[config.mk]
export PLATFORM = sky130hd
export DESIGN_NAME = ctrl_contexto
export DESIGN_NICKNAME = d
export VERILOG_FILES = /design/src/rtl/ctrl_contexto_pkg.sv /design/src/rtl/ctrl_contexto_mux.sv /design/src/rtl/ctrl_contexto.sv
export SDC_FILE = /design/constraint.sdc
export NUM_CORES = 1
export LEC_CHECK = 0
export CAP_MARGIN = 20
export CORE_AREA = 2 2 144 146
export CTS_CLUSTER_DIAMETER = 100
export DETAILED_ROUTE_END_ITERATION = 12
export DIE_AREA = 0 0 146 148
export SKIP_CTS_REPAIR_TIMING = 1
export SLEW_MARGIN = 5
export SYNTH_ARGS = -nofsm -noshare
export SYNTH_HDL_FRONTEND = slang
export SYNTH_SLANG_ARGS = --single-unit
export TNS_END_PERCENT = 50
[constraint.sdc]
create_clock -name clk -period 3.3 [get_ports clk]
set_input_delay 0.99 -clock clk [delete_from_list [all_inputs] [get_ports clk]]
set_output_delay 0.99 -clock clk [all_outputs]
set_load 0.05 [all_outputs]
[src/rtl/ctrl_contexto_pkg.sv]
// ctrl_contexto_pkg -- controller states, frame geometry and user-mode limit. Rev 1.0
`default_nettype none

package ctrl_contexto_pkg;

  localparam int          NUM_REGS   = 8;
  localparam logic [31:0] FRAME_SIZE = 32'd9;
  localparam logic [31:0] FRAME_BASE = 32'd28;
  localparam logic [31:0] SO_LIMIT   = 32'd687;

  typedef enum logic [2:0] {
    IDLE     = 3'd0,
    SAVE_PC  = 3'd1,
    SAVE_REG = 3'd2,
    LOAD_PC  = 3'd3,
    LOAD_REG = 3'd4,
    DONE     = 3'd5
  } estado_t;

  function automatic logic [31:0] frame_base(input logic [1:0] pid);
    return FRAME_BASE + {30'd0, pid} * FRAME_SIZE;
  endfunction

endpackage

`default_nettype wire

[src/rtl/ctrl_contexto_mux.sv]
// mux_memoria -- routes either the CPU or the context controller onto the data memory port. Rev 1.0
`default_nettype none

module mux_memoria (
  input  logic        sel_ctrl_i,
  input  logic        cpu_write_i,
  input  logic [31:0] cpu_posicao_i,
  input  logic [31:0] cpu_dados_i,
  input  logic        ctrl_write_i,
  input  logic [31:0] ctrl_posicao_i,
  input  logic [31:0] ctrl_dados_i,
  output logic        mem_write_o,
  output logic [31:0] mem_posicao_o,
  output logic [31:0] mem_dados_o
);

  assign mem_write_o   = sel_ctrl_i ? ctrl_write_i   : cpu_write_i;
  assign mem_posicao_o = sel_ctrl_i ? ctrl_posicao_i : cpu_posicao_i;
  assign mem_dados_o   = sel_ctrl_i ? ctrl_dados_i   : cpu_dados_i;

endmodule

`default_nettype wire

[src/rtl/ctrl_contexto.sv]
// ctrl_contexto -- saves/restores PC plus register file to per-process frames in data memory. Rev 1.0
`default_nettype none

module ctrl_contexto
  import ctrl_contexto_pkg::*;
(
  input  logic        clk,
  input  logic        reset,
  input  logic        cpu_memWrite,
  input  logic        cpu_memRead,
  input  logic [31:0] cpu_posicao,
  input  logic [31:0] cpu_dados,
  output logic [31:0] cpu_saida,
  input  logic        salvar,
  input  logic        restaurar,
  input  logic        fim_prog,
  input  logic [1:0]  proc_id,
  input  logic [31:0] pos_atual,
  input  logic [31:0] end_atual,
  output logic [4:0]  reg_idx,
  input  logic [31:0] reg_dado,
  output logic        reg_we,
  output logic [31:0] reg_wdado,
  output logic        mem_write,
  output logic [31:0] mem_posicao,
  output logic [31:0] mem_dados,
  input  logic [31:0] mem_saida,
  output logic        stall,
  output logic [31:0] pc_restaurado,
  output logic        pc_valido,
  output logic        done
);

  estado_t     estado_q, estado_d;
  logic [4:0]  cnt_q, cnt_d;
  logic [31:0] base_q, base_d;
  logic [31:0] pc_q, pc_d;
  logic [31:0] pc_rest_q, pc_rest_d;
  logic        pc_valido_q, pc_valido_d;

  logic        sel_ctrl;
  logic        ctrl_write;
  logic [31:0] ctrl_posicao;
  logic [31:0] ctrl_dados;
  logic        save_ok;
  logic        ultimo;
  logic        unused_memread;

  // The read strobe carries no information for a combinational-read memory.
  assign unused_memread = cpu_memRead;

  // fim_prog saves regardless of where the PC currently is.
  assign save_ok = (salvar | fim_prog) & ((pos_atual > SO_LIMIT) | fim_prog);
  assign ultimo  = (cnt_q == 5'(NUM_REGS - 1));

  always_ff @(posedge clk or posedge reset) begin
    if (reset) begin
      estado_q    <= IDLE;
      cnt_q       <= '0;
      base_q      <= '0;
      pc_q        <= '0;
      pc_rest_q   <= '0;
      pc_valido_q <= 1'b0;
    end else begin
      estado_q    <= estado_d;
      cnt_q       <= cnt_d;
      base_q      <= base_d;
      pc_q        <= pc_d;
      pc_rest_q   <= pc_rest_d;
      pc_valido_q <= pc_valido_d;
    end
  end

  always_comb begin
    estado_d     = estado_q;
    cnt_d        = cnt_q;
    base_d       = base_q;
    pc_d         = pc_q;
    pc_rest_d    = pc_rest_q;
    pc_valido_d  = pc_valido_q;
    sel_ctrl     = 1'b1;
    ctrl_write   = 1'b0;
    ctrl_posicao = base_q;
    ctrl_dados   = '0;
    reg_we       = 1'b0;
    reg_wdado    = '0;
    case (estado_q)
      IDLE: begin
        sel_ctrl = 1'b0;
        if (save_ok) begin
          estado_d    = SAVE_PC;
          base_d      = frame_base(proc_id);
          pc_d        = end_atual;
          cnt_d       = '0;
          pc_valido_d = 1'b0;
        end else if (restaurar) begin
          estado_d = LOAD_PC;
          base_d   = frame_base(proc_id);
          cnt_d    = '0;
        end
      end
      SAVE_PC: begin
        ctrl_write = 1'b1;
        ctrl_dados = pc_q;
        estado_d   = SAVE_REG;
      end
      SAVE_REG: begin
        ctrl_write   = 1'b1;
        ctrl_posicao = base_q + 32'd1 + {27'd0, cnt_q};
        ctrl_dados   = reg_dado;
        cnt_d        = cnt_q + 5'd1;
        if (ultimo) estado_d = DONE;
      end
      LOAD_PC: begin
        pc_rest_d = mem_saida;
        estado_d  = LOAD_REG;
      end
      LOAD_REG: begin
        ctrl_posicao = base_q + 32'd1 + {27'd0, cnt_q};
        reg_we       = 1'b1;
        reg_wdado    = mem_saida;
        cnt_d        = cnt_q + 5'd1;
        if (ultimo) begin
          estado_d    = DONE;
          pc_valido_d = 1'b1;
        end
      end
      DONE:    estado_d = IDLE;
      default: estado_d = IDLE;
    endcase
  end

  mux_memoria u_mux (
    .sel_ctrl_i     (sel_ctrl),
    .cpu_write_i    (cpu_memWrite),
    .cpu_posicao_i  (cpu_posicao),
    .cpu_dados_i    (cpu_dados),
    .ctrl_write_i   (ctrl_write),
    .ctrl_posicao_i (ctrl_posicao),
    .ctrl_dados_i   (ctrl_dados),
    .mem_write_o    (mem_write),
    .mem_posicao_o  (mem_posicao),
    .mem_dados_o    (mem_dados)
  );

  assign cpu_saida     = mem_saida;
  assign reg_idx       = cnt_q;
  assign stall         = (estado_q != IDLE);
  assign done          = (estado_q == DONE);
  assign pc_restaurado = pc_rest_q;
  assign pc_valido     = pc_valido_q;

endmodule

`default_nettype wire

==> results.sh <==
export IMPL_status="finished, violations left"
export IMPL_failed_checks="negative setup slack"
export IMPL_dieWidth_um=146
export IMPL_rsz0062_at_grt="true"
export IMPL_worstPathRequired_ps=2310
export IMPL_power_internal_mw=5.81
export IMPL_hold_class="flop to flop"
export IMPL_p_switching_mw=5.44
export IMPL_drive_gt1_frac=0.307
export IMPL_insertedDiodeCount=0
export IMPL_overflow=0
export IMPL_synth_edf_count=0
export IMPL_synth_seq_cells=80
export IMPL_drv_slew=0
export IMPL_hold_viol_final=0
export IMPL_seq_power_share=0.160
export IMPL_fin_worst_skew_ps=12.3
export IMPL_initial_core_util=0.257
export IMPL_syn_cell_area_sq_mm=0.00516
export IMPL_grt_pass1_vias=5231
export IMPL_grt_usage=0.175
export IMPL_ys_types=46
export IMPL_yosysSeqAreaShare=0.388
export IMPL_grt_pass1_wl_um=29800
export IMPL_syn2layout_area_growth_pct=106
export IMPL_crit_slowest_cell="dfrtp_2"
export IMPL_ctsHtreeMaxLevel=3
export IMPL_fin_nets=1077
export IMPL_die_height_um=148
export IMPL_row_count=52
export IMPL_synthArstFlopShare=1.00
export IMPL_worst_pin_slew_ps=871
export IMPL_io_pins=371
export IMPL_power_density_mw_per_mm2=1060
export IMPL_root_buffer="clkbuf_16"
export IMPL_crit_buf_inv=3
export IMPL_critPathKind="flop to output port"
export IMPL_drc_errors=0
export IMPL_syn_area_per_cell_sq_um=9.77
export IMPL_antenna_found_initial=0
export IMPL_ys_warn_count=0
export IMPL_fillCellCount=1828
export IMPL_cts_buffer_depth=2
export IMPL_end_kind="output port"
export IMPL_crit_chain="inv_2 -> ha_4 -> inv_2 -> fa_2 -> a21o_1 -> a21oi_2 -> nor2b_1 -> o21ai_1 -> xor2_1 -> a21oi_4 -> buf_12"
export IMPL_dp_hpwl_um=14900
export IMPL_avgRoutedWirePerCell_um=16.5
export IMPL_setup_viol=2
export IMPL_setup_ws_ps=-73.1
export IMPL_arrival_ps=2380
export IMPL_leakage_nw=4.65
export IMPL_p_comb_frac=0.759
export IMPL_cts_made_buffers=9
export IMPL_dieArea_sq_mm=0.0216
export IMPL_synth_fp_nets=738
export IMPL_clk_pin_slew_worst_paths_ps=70
export IMPL_cts_tree="done"
export IMPL_dr_pass1_iters=6
export IMPL_synth_ff_type="dfrtp_1"
export IMPL_cp_slowest_stage_delay_ps=410
export IMPL_clk_latency_ps=340
export IMPL_peakVddDrop_uv=513
export IMPL_viasPerCell=4.40
export IMPL_hold_worst_slack_ps=500
export IMPL_place_inst=1126
export IMPL_critPathMaxFanout=2
export IMPL_finalCriticalPeriod_ps=3370
export IMPL_pwr_share_clk=0.081
export IMPL_layoutNonFillerInstCount=1141
export IMPL_place_congestion=0.787
export IMPL_slew_headroom=0.420
export IMPL_fmaxAchievable_mhz=296
export IMPL_drtIter0Drc=122
export IMPL_worst_path_most_repeated_cell="inv_2"
export IMPL_p_sw_frac=0.484
export IMPL_grt_max_degree=45
export IMPL_clock_sinks=80
export IMPL_num_vias=5021
export IMPL_fp_coreArea_sq_mm=0.0200
export IMPL_fin_crit_sh=1.02
export IMPL_cp_start_kind="flop"
export IMPL_max_cap_violations=0
export IMPL_synthCells=528
export IMPL_path_delay_family="compound AO/OA/AOI/OAI gates"
export IMPL_port_buffers=365
export IMPL_drtAntennaViolNets=0
export IMPL_wl_um=18800
## registers in the layout (all words and copies together) (netlist names)
name / cells
estado_q: 3
pc_restaurado: 32
pc_q: 32
pc_valido: 1
base_q: 7
reg_idx: 5
## layout by cell type, fill, tap and decap left out, types with 28 or more instances in the layout
master,n
dfrtp_1,76
mux2i_1,35
mux2_4,29
mux2_2,37
a21oi_1,38
buf_4,31
clkdlybuf4s50_1,233
nor2_1,75
buf_12,132
and2_1,28
and3_1,32
## cells by family after synthesis
group | Yosys count | synth area share
and+or+nand+nor | 181 | 0.177
muxes | 101 | 0.233
buffers and inverters | 80 | 0.0878
DFF | 80 | 0.388
AOI/OAI and AO/OA | 68 | 0.0754
xor gates and xnor gates | 9 | 0.0153
adders and majority gates | 9 | 0.0233
## layer usage
metal / GRT usage / vias up / share of wire / wire length [um]
met3: 0.0534 / 19 / 0.067 / 1270
met1: 0.215 / 2345 / 0.42 / 7850
li1: - / 2461 / - / -
met5: 0 / - / 0 / 0
met2: 0.299 / 196 / 0.50 / 9410
met4: 0.0466 / 0 / 0.015 / 281
## worst paths after layout
path	startpoint	to	slack, ps	depth (start not counted)
worst max-delay path	reg_idx[0]$_DFFE_PP0P_	mem_posicao[6]	-70	11
min in group asynchronous	reset	pc_q[29]$_DFFE_PP0P_	1020	2
worst min-delay path	pc_restaurado[23]$_DFFE_PP0P_	pc_restaurado[23]$_DFFE_PP0P_	500	1
worst min register to register	pc_restaurado[23]$_DFFE_PP0P_	pc_restaurado[23]$_DFFE_PP0P_	500	1
worst max register to register	estado_q[0]$_DFFE_PP0P_	base_q[1]$_DFFE_PP0P_	960	5
max in group asynchronous	reset	pc_q[24]$_DFFE_PP0P_	1620	3
## cell type report
class                      instances  area, sq um  share of cell area
inverter                          12         46.3             0.00436
tap                              270          338              0.0318
clock buffer                      11          243              0.0229
multi-input combinational        368         2760               0.260
sequential                        80         2010               0.189
timing repair buffer             396         5210               0.490
clock inverter                     4         22.5             0.00212
## cell usage after synthesis, drive strengths merged (8+ instances only)
master | number | area, sq um
o21ai | 12 | 60.1
mux2i | 35 | 350
and2 | 28 | 175
a21oi | 41 | 205
buf | 44 | 318
nand2 | 18 | 67.6
ha | 8 | 100
inv | 12 | 45.0
mux2 | 66 | 852
clkbuf | 24 | 90.1
nor2 | 77 | 297
and3 | 32 | 200
dfrtp | 80 | 2000
## worst reg2reg max path: cells and delay by family (launching register included)
family                 cells  cell delay, ps
AOI/OAI and AO/OA          2             790
DFF                        1             530
muxes                      1             410
buffers and inverters      1             270
and+or+nand+nor            1             220
## metrics by stage
step	setup TNS [ps]	setup slack, ps	total power, mW	util	instance area (sq um)
finish	-77.7	-73.1	11.2	0.530	10600
global route	-380	-200	11.8	0.530	10600
CTS	-633	-329	11.3	0.529	10600
detailed placement	0	65.8	10.4	0.515	10300
global placement	0	111	10.3	0.515	10300
floorplan	-336	-199	6.68	-	5180
## power groups by stage
stage,sequential (mW),combinational (mW),clock [mW]
3_5_place_dp,1.80,8.57,0
3_3_place_gp,1.79,8.52,0
6_report,1.80,8.53,0.915
2_1_floorplan,2.48,4.20,0
5_1_grt,1.86,8.96,1.00
4_1_cts,1.80,8.58,0.953
Note: power is estimated with default switching activity, not from simulation.
